===== config.mk =====
export PLATFORM = sky130hd
export DESIGN_NAME = axis_weight_rotator_sched
export DESIGN_NICKNAME = d
export VERILOG_FILES = /design/src/rtl/axis_weight_rotator_sched.sv
export SDC_FILE = /design/constraint.sdc
export NUM_CORES = 1
export LEC_CHECK = 0
export CAP_MARGIN = 20
export CORE_UTILIZATION = 50
export CTS_BUF_LIST = sky130_fd_sc_hd__clkbuf_16
export DETAILED_ROUTE_END_ITERATION = 10
export HOLD_SLACK_MARGIN = 0.15
export PLACE_DENSITY = 0.7
export SLEW_MARGIN = 20
export SYNTH_ARGS = -nofsm -noshare
export SYNTH_HDL_FRONTEND = slang
export SYNTH_SLANG_ARGS = --single-unit

===== constraint.sdc =====
create_clock -name aclk -period 4.2 [get_ports aclk]
set_input_delay 0.84 -clock aclk [delete_from_list [all_inputs] [get_ports aclk]]
set_output_delay 0.84 -clock aclk [all_outputs]
set_load 0.02 [all_outputs]

===== src/rtl/axis_weight_rotator_sched.sv =====
// Read-side scheduler for the rotator's two-bank weight BRAM.
// Tracks bank fill state and replays each filled bank as config beats followed by weight beats.
module axis_weight_rotator_sched #(
    parameter int BITS_R_ADDR    = 10,
    parameter int BITS_KH        = 4,
    parameter int BITS_IM_CIN    = 10,
    parameter int BITS_IM_COLS   = 10,
    parameter int BITS_IM_BLOCKS = 8,
    parameter int BITS_CFG       = 4
) (
    input  logic                      aclk,
    input  logic                      aresetn,
    output logic                      w_ready,
    output logic                      w_bank,
    input  logic                      w_done,
    input  logic [BITS_KH-1:0]        w_kh_1,
    input  logic [BITS_IM_CIN-1:0]    w_cin_1,
    input  logic [BITS_IM_COLS-1:0]   w_cols_1,
    input  logic [BITS_IM_BLOCKS-1:0] w_blocks_1,
    input  logic [BITS_CFG-1:0]       w_cfg_1,
    output logic                      r_valid,
    input  logic                      r_ready,
    output logic                      r_bank,
    output logic [BITS_R_ADDR-1:0]    r_addr,
    output logic                      r_is_config,
    output logic                      r_cin_last,
    output logic                      r_top_blk,
    output logic                      r_bot_blk,
    output logic                      r_last,
    output logic                      err_ovf
);

    typedef enum logic [1:0] {
        S_IDLE    = 2'd0,
        S_CONFIG  = 2'd1,
        S_WEIGHTS = 2'd2
    } state_t;

    state_t                    r_state;
    logic [1:0]                r_full;
    logic                      r_wb;
    logic                      r_rb;
    logic [BITS_KH-1:0]        r_kh;
    logic [BITS_IM_CIN-1:0]    r_cin;
    logic [BITS_IM_COLS-1:0]   r_col;
    logic [BITS_IM_BLOCKS-1:0] r_blk;

    logic [BITS_KH-1:0]        r_cfg_kh_1     [2];
    logic [BITS_IM_CIN-1:0]    r_cfg_cin_1    [2];
    logic [BITS_IM_COLS-1:0]   r_cfg_cols_1   [2];
    logic [BITS_IM_BLOCKS-1:0] r_cfg_blocks_1 [2];
    logic [BITS_CFG-1:0]       r_cfg_cfg_1    [2];

    logic                      w_accept;
    logic                      w_hs;
    logic                      w_release;
    logic [1:0]                w_full_nxt;

    logic [BITS_KH-1:0]        w_cur_kh_1;
    logic [BITS_IM_CIN-1:0]    w_cur_cin_1;
    logic [BITS_IM_COLS-1:0]   w_cur_cols_1;
    logic [BITS_IM_BLOCKS-1:0] w_cur_blocks_1;
    logic [BITS_R_ADDR-1:0]    w_cfg_end;
    logic [BITS_R_ADDR-1:0]    w_wgt_base;

    state_t                    w_state_nxt;
    logic                      w_valid_nxt;
    logic                      w_bank_nxt;
    logic [BITS_R_ADDR-1:0]    w_addr_nxt;
    logic [BITS_KH-1:0]        w_kh_nxt;
    logic [BITS_IM_CIN-1:0]    w_cin_nxt;
    logic [BITS_IM_COLS-1:0]   w_col_nxt;
    logic [BITS_IM_BLOCKS-1:0] w_blk_nxt;
    logic                      w_is_config_nxt;
    logic                      w_cin_last_nxt;
    logic                      w_top_nxt;
    logic                      w_bot_nxt;
    logic                      w_last_nxt;

    assign w_ready  = ~r_full[r_wb];
    assign w_bank   = r_wb;
    assign w_accept = w_done & w_ready;
    assign w_hs     = r_valid & r_ready;

    // A bank being replayed is full, so a release and an accept never target the same bank.
    always_comb begin
        w_full_nxt = r_full;
        if (w_release) w_full_nxt[r_rb] = 1'b0;
        if (w_accept)  w_full_nxt[r_wb] = 1'b1;
    end

    always_ff @(posedge aclk or negedge aresetn) begin
        if (!aresetn) begin
            r_full  <= 2'b00;
            r_wb    <= 1'b0;
            r_rb    <= 1'b0;
            err_ovf <= 1'b0;
        end else begin
            r_full <= w_full_nxt;
            if (w_accept)           r_wb    <= ~r_wb;
            if (w_release)          r_rb    <= ~r_rb;
            if (w_done && !w_ready) err_ovf <= 1'b1;
        end
    end

    // NOTE: no reset on the field store; a bank's fields are only read while that bank is full.
    always_ff @(posedge aclk) begin
        if (w_accept) begin
            r_cfg_kh_1[r_wb]     <= w_kh_1;
            r_cfg_cin_1[r_wb]    <= w_cin_1;
            r_cfg_cols_1[r_wb]   <= w_cols_1;
            r_cfg_blocks_1[r_wb] <= w_blocks_1;
            r_cfg_cfg_1[r_wb]    <= w_cfg_1;
        end
    end

    assign w_cur_kh_1     = r_cfg_kh_1[r_rb];
    assign w_cur_cin_1    = r_cfg_cin_1[r_rb];
    assign w_cur_cols_1   = r_cfg_cols_1[r_rb];
    assign w_cur_blocks_1 = r_cfg_blocks_1[r_rb];
    assign w_cfg_end      = BITS_R_ADDR'(r_cfg_cfg_1[r_rb]);
    assign w_wgt_base     = w_cfg_end + BITS_R_ADDR'(1);

    // Weight addresses are contiguous (cin outer, kh inner), so the address simply
    // increments and only rewinds at a column or block boundary.
    always_comb begin
        // NOTE: every next-value signal is defaulted to hold first, so no latch can be inferred.
        w_state_nxt = r_state;
        w_valid_nxt = r_valid;
        w_bank_nxt  = r_bank;
        w_addr_nxt  = r_addr;
        w_kh_nxt    = r_kh;
        w_cin_nxt   = r_cin;
        w_col_nxt   = r_col;
        w_blk_nxt   = r_blk;
        w_release   = 1'b0;

        case (r_state)
            S_IDLE: begin
                if (r_full[r_rb]) begin
                    w_state_nxt = S_CONFIG;
                    w_valid_nxt = 1'b1;
                    w_bank_nxt  = r_rb;
                    w_addr_nxt  = '0;
                    w_kh_nxt    = '0;
                    w_cin_nxt   = '0;
                    w_col_nxt   = '0;
                    w_blk_nxt   = '0;
                end
            end
            S_CONFIG: begin
                if (w_hs) begin
                    w_addr_nxt = r_addr + BITS_R_ADDR'(1);
                    if (r_addr == w_cfg_end) begin
                        w_state_nxt = S_WEIGHTS;
                        w_kh_nxt    = '0;
                        w_cin_nxt   = '0;
                    end
                end
            end
            S_WEIGHTS: begin
                if (w_hs) begin
                    if (r_kh != w_cur_kh_1) begin
                        w_kh_nxt   = r_kh + BITS_KH'(1);
                        w_addr_nxt = r_addr + BITS_R_ADDR'(1);
                    end else if (r_cin != w_cur_cin_1) begin
                        w_kh_nxt   = '0;
                        w_cin_nxt  = r_cin + BITS_IM_CIN'(1);
                        w_addr_nxt = r_addr + BITS_R_ADDR'(1);
                    end else if (r_col != w_cur_cols_1) begin
                        w_kh_nxt   = '0;
                        w_cin_nxt  = '0;
                        w_col_nxt  = r_col + BITS_IM_COLS'(1);
                        w_addr_nxt = w_wgt_base;
                    end else if (r_blk != w_cur_blocks_1) begin
                        w_state_nxt = S_CONFIG;
                        w_kh_nxt    = '0;
                        w_cin_nxt   = '0;
                        w_col_nxt   = '0;
                        w_blk_nxt   = r_blk + BITS_IM_BLOCKS'(1);
                        w_addr_nxt  = '0;
                    end else begin
                        w_state_nxt = S_IDLE;
                        w_valid_nxt = 1'b0;
                        w_release   = 1'b1;
                    end
                end
            end
            default: begin
                w_state_nxt = S_IDLE;
                w_valid_nxt = 1'b0;
            end
        endcase

        // Tags are derived from the beat about to be presented; during a stall nothing
        // advances, so they recompute to the same values.
        w_is_config_nxt = (w_state_nxt == S_CONFIG);
        w_cin_last_nxt  = (w_state_nxt == S_WEIGHTS) && (w_cin_nxt == w_cur_cin_1);
        w_top_nxt       = w_valid_nxt && (w_blk_nxt == '0);
        w_bot_nxt       = w_valid_nxt && (w_blk_nxt == w_cur_blocks_1);
        w_last_nxt      = (w_state_nxt == S_WEIGHTS) &&
                          (w_blk_nxt == w_cur_blocks_1) && (w_col_nxt == w_cur_cols_1) &&
                          (w_cin_nxt == w_cur_cin_1) && (w_kh_nxt == w_cur_kh_1);
    end

    // NOTE: sequential state uses non-blocking assignments so every register samples pre-edge values.
    always_ff @(posedge aclk or negedge aresetn) begin
        if (!aresetn) begin
            r_state     <= S_IDLE;
            r_valid     <= 1'b0;
            r_bank      <= 1'b0;
            r_addr      <= '0;
            r_kh        <= '0;
            r_cin       <= '0;
            r_col       <= '0;
            r_blk       <= '0;
            r_is_config <= 1'b0;
            r_cin_last  <= 1'b0;
            r_top_blk   <= 1'b0;
            r_bot_blk   <= 1'b0;
            r_last      <= 1'b0;
        end else begin
            r_state     <= w_state_nxt;
            r_valid     <= w_valid_nxt;
            r_bank      <= w_bank_nxt;
            r_addr      <= w_addr_nxt;
            r_kh        <= w_kh_nxt;
            r_cin       <= w_cin_nxt;
            r_col       <= w_col_nxt;
            r_blk       <= w_blk_nxt;
            r_is_config <= w_is_config_nxt;
            r_cin_last  <= w_cin_last_nxt;
            r_top_blk   <= w_top_nxt;
            r_bot_blk   <= w_bot_nxt;
            r_last      <= w_last_nxt;
        end
    end

endmodule


==> flow_summary.ini, run 1 <==
[placement]
dp_hpwl_um = 16400
dp_cells = 1089
place_congestion = 0.914
io_buffers = 59

[pwr]
sw_frac_of_total_pct = 33.7
p_switching_mw = 1.36
seq_power_share_pct = 37.5
p_leak_nw = 3.61
clock_power_share_pct = 35.7
p_comb_share_pct = 26.8
vdd_drop_max_mv = 0.424
p_per_area_mw_per_mm2 = 419
power_mw = 4.02
internal_power_mw = 2.67

[final_layout]
multi_input_area_sq_mm = 0.00407
final_core_util_pct = 62.8
seqCellArea_sq_mm = 0.00357
syn2layout_area_growth_pct = 22.0
layout_commonest_cell = edfxtp_1
drive_gt1_share_pct = 13.5
nets = 948
final_cell_mix = edfxtp_1 (72), nand2_1 (64), clkdlybuf4s50_1 (58), buf_4 (58), dfrtp_1 (55)
insertedDiodeCount = 0
stdcell_count = 1121
nFillCells = 1279

[synthesis]
synth_compound_area_share_pct = 16.0
ys_seq_elements = 128
ys.flop_type = edfxtp_1
yosysSeqAreaShare_pct = 45.2
syn_nets = 856
synth.distinct_cells = 75
synthMuxAreaShare_pct = 6.03
ys_async_sr_fraction_pct = 43.8
avgSynthCellArea_sq_um = 9.79
yosys_warnings = 0
synth_xor_area_share_pct = 6.56
synthCells = 805
synth-simple-area-share_pct = 20.9
synth_edf_count = 72
syn_area_sq_mm = 0.00788
synth_top_family_by_area = simple AND/OR/NAND/NOR gates
synth-adder-area-share_pct = 1.75

[grt]
grt_pass1_wl_um = 36400
grt_pass1_vias = 6878
grt.total_usage_pct = 29.3
grt.overflow.total = 0
grtUsageMet2_pct = 50.7
grt_use_met3_pct = 5.11
antenna_found_initial = 0
grt_busiest_layer = met2
grt_max_degree = 39
use_met1_pct = 36.1

[min_path]
hold_class = reg2reg

[route]
drtIter0Drc = 504
wl_um = 22700
wire_per_inst_um = 20.2
vias = 6982
route.detailed.drc = 0
vias_per_cell = 6.23
ant_nets = 0
firstDrtPassIters = 6

[cts]
cts_tree = done
clock_latency_ps = 430
cts_max_level = 4
cts_made_buffers = 17
postCtsHoldBufs = 0
clock_sinks = 128
cts-root-buf = clkbuf_16
path_clk_slew_ps = 60
clock_path_buffers = 2

[setup_path]
worstPathRequired_ps = 4530
path_max_fanout = 13
end_kind = flop
critical_path_class = reg2reg
start_kind = flop
critPathArrivalTime_ps = 4250

[floorplan]
die-area_sq_mm = 0.0163
core_sq_mm = 0.0153
io_pins = 60
die_width_um = 128
die_h_um = 128
start_util_pct = 51.5
rows = 45

[timing]
max-slew-margin-rel_pct = 30.8
max_freq_ghz = 0.255
drv_slew = 0
period_minus_slack_ps = 3920
report.final.hold_viol_count = 0
fin_crit_sh_pct = 93.3
tightest_slew_ps = 1030
finalSetupTns_ps = 0
rsz0062_at_grt = no
fin_worst_skew_ps = 8.54
setup_viol = 0

[outcome]
status = completed

[run]
cap_violations = 0
==> synth_stat cells, types with 7 or more instances <==
cell	number	area, sq um
a211oi_1	10	75.1
a21oi_1	27	135
a311oi_1	7	61.3
a31oi_1	7	43.8
a32oi_1	7	61.3
and2_1	8	50.1
and3_1	20	125
clkbuf_1	36	135
dfrtp_1	56	1400
edfxtp_1	72	2160
ha_1	11	138
inv_1	23	86.3
mux2_2	9	101
mux2i_1	36	360
nand2_1	64	240
nand2b_1	9	56.3
nand3_1	36	180
nand4_1	21	131
nor2_1	53	199
nor3_1	36	180
nor4_1	14	87.6
o211ai_1	7	52.6
o21ai_0	54	270
o22ai_1	9	56.3
or3_1	8	50.1
xnor2_1	32	280
xor2_1	27	236
==> final timing paths <==
check / startpoint / to / slack [ps] / cells after the start
worst max-delay path: r_rb$_DFFE_PN0P_ / r_last$_DFF_PN0_ / 280 / 11
worst min-delay path: err_ovf$_DFFE_PN0P_ / err_ovf$_DFFE_PN0P_ / 490 / 1
worst max register to register: r_rb$_DFFE_PN0P_ / r_last$_DFF_PN0_ / 280 / 11
worst min register to register: err_ovf$_DFFE_PN0P_ / err_ovf$_DFFE_PN0P_ / 490 / 1
max in group asynchronous: aresetn / r_state[1]$_DFF_PN0_ / 2800 / 2
min in group asynchronous: aresetn / r_cin[4]$_DFF_PN0_ / 540 / 1
==> cell type report <==
class,instances,area share [%]
multi-input cells,608,42.4
clock buffers,17,4.43
repair buffers,118,10.8
inverters,24,0.937
clock inverters,15,1.55
flip-flops and latches,128,37.1
well taps,211,2.75
==> sequential cells by signal, summed over array words and instances, names as in the netlist, 10 cells and up <==
register        count
r_cfg_blocks_1     16
r_addr             10
r_col              10
r_cfg_cols_1       20
r_cfg_cin_1        20
r_cin              10
==> worst max-delay path, cell delays in order, from the launching register on <==
cell       delay [ps]
dfrtp_4           610
mux2i_1           550
xor2_1            260
nand4_2           380
nor3_4            380
buf_4             190
o2111ai_1         120
o211a_1           260
a211o_1           300
nor4_1            270
nand4_1           220
nor4_2            280
==> power by group through the flow <==
stage          clock network (mW)  logic [mW]  registers (mW)
6_report                     1.44        1.08            1.51
5_1_grt                      1.51        1.17            1.52
4_1_cts                      1.45        1.06            1.51
3_5_place_dp                    0        1.06            1.53
3_3_place_gp                    0        1.04            1.53
2_1_floorplan                   0       0.583            1.55
==> layer usage <==
metal	vias up	part of all wire, %
met3	47	4.9
met5	-	0
met1	3443	43
met2	253	49
met4	0	3.1
li1	3239	-
==> kinds of logic after synthesis <==
logic type,after synthesis
DFF,128
and+or+nand+nor,306
AOI/OAI and AO/OA,186
muxes,46
xor gates and xnor gates,59
buffers and inverters,69
adders and majority gates,11
==> what timing repair did <==
| item | CTS | global route |
|---|---|---|
| resized for setup | 0 | 7 |
| setup endpoints to repair | 0 | 3 |
| buffers inserted | 0 | 0 |
==> through the flow <==
step / worst slack [ps] / instance area [sq um] / hold slack (ps)
floorplan: 266 / 7880 / 496
global placement: 29.2 / 9000 / 460
detailed placement: 62.4 / 9000 / 487
CTS: 89.9 / 9580 / 501
global route: 50.0 / 9610 / 530
finish: 280 / 9610 / 494
(Power assumes the default switching activity.)
==> run 2, diff against run 1 <==
==> constraint.sdc (replaced) <==
create_clock -name aclk -period 4.2 [get_ports aclk]
set_input_delay 1.26 -clock aclk [delete_from_list [all_inputs] [get_ports aclk]]
set_output_delay 1.26 -clock aclk [all_outputs]
set_load 0.02 [all_outputs]
==> run 2 against run 1 <==
Effect of this change:
- core utilization stayed put
- die area unchanged
- power rose by 0.91%
- via count is 1.3% lower
- combinational power hardly changed
- hold slack worse by 5.2 ps
- non-clock buffer count fell by 4
- sequential share of layout area did not move
- fmax is 0.88% lower
- critical path depth down 1
- flip-flop and latch count stayed put
- global-route usage about the same
- critical path type unchanged
==> flow_summary.ini, run 2 (synthesis results as in run 1) <==
[setup_path]
worstPathRequired_ps = 4540
critPathArrivalTime_ps = 4300
timing.rr.end = r_last$_DFF_PN0_
end_kind = flop
reg2reg_from = r_rb$_DFFE_PN0P_
rrSetupSlack_ps = 250
critical_path_class = reg2reg
path_max_fanout = 13
start_kind = flop
rr_worst_depth = 10

[cts]
cts-root-buf = clkbuf_16
clock_path_buffers = 2
cts_max_level = 4
clock_sinks = 128
clock_latency_ps = 430
cts_setup_buffers = 0
cts_tree = done
cts_made_buffers = 17
cts_resized = 0
path_clk_slew_ps = 60
postCtsHoldBufs = 0

[grt]
grt.overflow.total = 0
use_met1_pct = 36.5
grt_pass1_wl_um = 36400
grtUsageMet2_pct = 50.4
grt_max_degree = 57
grt_busiest_layer = met2
grt_use_met3_pct = 5.61
grt.total_usage_pct = 29.3
grt_pass1_vias = 6824
antenna_found_initial = 0

[floorplan]
core_sq_mm = 0.0153
die_h_um = 128
rows = 45
die-area_sq_mm = 0.0163
die_width_um = 128
io_pins = 60
start_util_pct = 51.5

[final_layout]
syn2layout_area_growth_pct = 22.0
final_cell_mix = edfxtp_1 (72), nand2_1 (64), clkdlybuf4s50_1 (58), dfrtp_1 (55)
layout_commonest_cell = edfxtp_1
stdcell_count = 1117
insertedDiodeCount = 0
reg.largest.list = r_cfg_cin_1: 20 flops, r_cfg_cols_1: 20 flops, r_cfg_blocks_1: 16 flops
drive_gt1_share_pct = 13.2
nets = 944

[route]
ant_nets = 0
firstDrtPassIters = 5
vias_per_cell = 6.17
wl_um = 22400
wire_per_inst_um = 20.1
drtIter0Drc = 487
vias = 6891
route.detailed.drc = 0

[min_path]
hp-start = err_ovf$_DFFE_PN0P_
min_path_cells = 1
min_to = err_ovf$_DFFE_PN0P_
hold_class = reg2reg

[placement]
place_congestion = 0.937
dp_hpwl_um = 16000
dp_cells = 1085
io_buffers = 59

[timing]
tightest_slew_ps = 808
drv_slew = 0
max_freq_ghz = 0.253
fin_hold_ws_ps = 488
rsz0062_at_grt = no
report.final.hold_viol_count = 0
max-slew-margin-rel_pct = 46.1
setup_viol = 0
fin_worst_skew_ps = 10.7
fin_crit_sh_pct = 94.2
period_minus_slack_ps = 3950

[pwr]
p_leak_nw = 3.59
p_per_area_mw_per_mm2 = 423
vdd_drop_max_mv = 0.315
p_comb_share_pct = 26.5
sw_frac_of_total_pct = 32.8
internal_power_mw = 2.73
clock_power_share_pct = 36.2
p_switching_mw = 1.33
seq_power_share_pct = 37.3

[run]
cap_violations = 0

[outcome]
status = completed
## run 2: how the worst max path moves through the flow
| stage | start | to | slack, ps | depth (start not counted) |
|---|---|---|---|---|
| detailed placement | r_ready | r_top_blk$_DFF_PN0_ | -100 | 10 |
| CTS | r_rb$_DFFE_PN0P_ | r_top_blk$_DFF_PN0_ | 20 | 11 |
| finish | r_rb$_DFFE_PN0P_ | r_last$_DFF_PN0_ | 250 | 10 |
| floorplan | r_ready | r_top_blk$_DFF_PN0_ | 650 | 10 |
| global placement | r_ready | r_top_blk$_DFF_PN0_ | -10 | 10 |
| global route | r_rb$_DFFE_PN0P_ | r_last$_DFF_PN0_ | 10 | 12 |
## run 2: area by class of cell
| type | instances | area [sq um] |
|---|---|---|
| Fill cell | 1278 | 5700 |
| Multi-Input combinational cell | 608 | 4080 |
| Sequential cell | 128 | 3570 |
| Timing Repair Buffer | 114 | 1020 |
| Clock buffer | 17 | 425 |
| Tap cell | 211 | 264 |
| Clock inverter | 15 | 158 |
| Inverter | 24 | 90.1 |
## run 2: critical path, cell delays in order, from the launching register on
cell and delay [ps]:
dfrtp_4 590, mux2i_2 440, xnor2_1 150, or4_1 640, nor3_2 460, nand4_1 350
a21boi_0 350, or3_1 150, o2111a_1 210, nand4_1 200, nor4_2 290
## run 2: power groups by stage
stage / Clock [mW] / Sequential [mW] / Combinational [mW]
final: 1.47 / 1.51 / 1.08
after floorplan: 0 / 1.55 / 0.585
after global placement: 0 / 1.53 / 1.05
after CTS: 1.50 / 1.51 / 1.07
after global routing: 1.55 / 1.53 / 1.18
after detailed placement: 0 / 1.54 / 1.06
## run 2: per-layer routing
layer | part of all wire, % | routed length (um)
met3 | 5.2 | 1170
met5 | 0 | 0
met2 | 50 | 11200
met1 | 42 | 9380
met4 | 3.1 | 691
## run 2: stage by stage
step                util (%)  setup TNS [ps]  cell area, sq um  total power, mW  worst slack (ps)
detailed placement      58.8           -98.5              9000             2.60             -95.2
CTS                     62.6               0              9580             4.08              19.4
floorplan                  -               0              7890             2.13               653
global route            62.8               0              9610             4.25              9.61
finish                  62.8               0              9610             4.06               246
global placement        58.8           -11.4              9000             2.58             -11.4
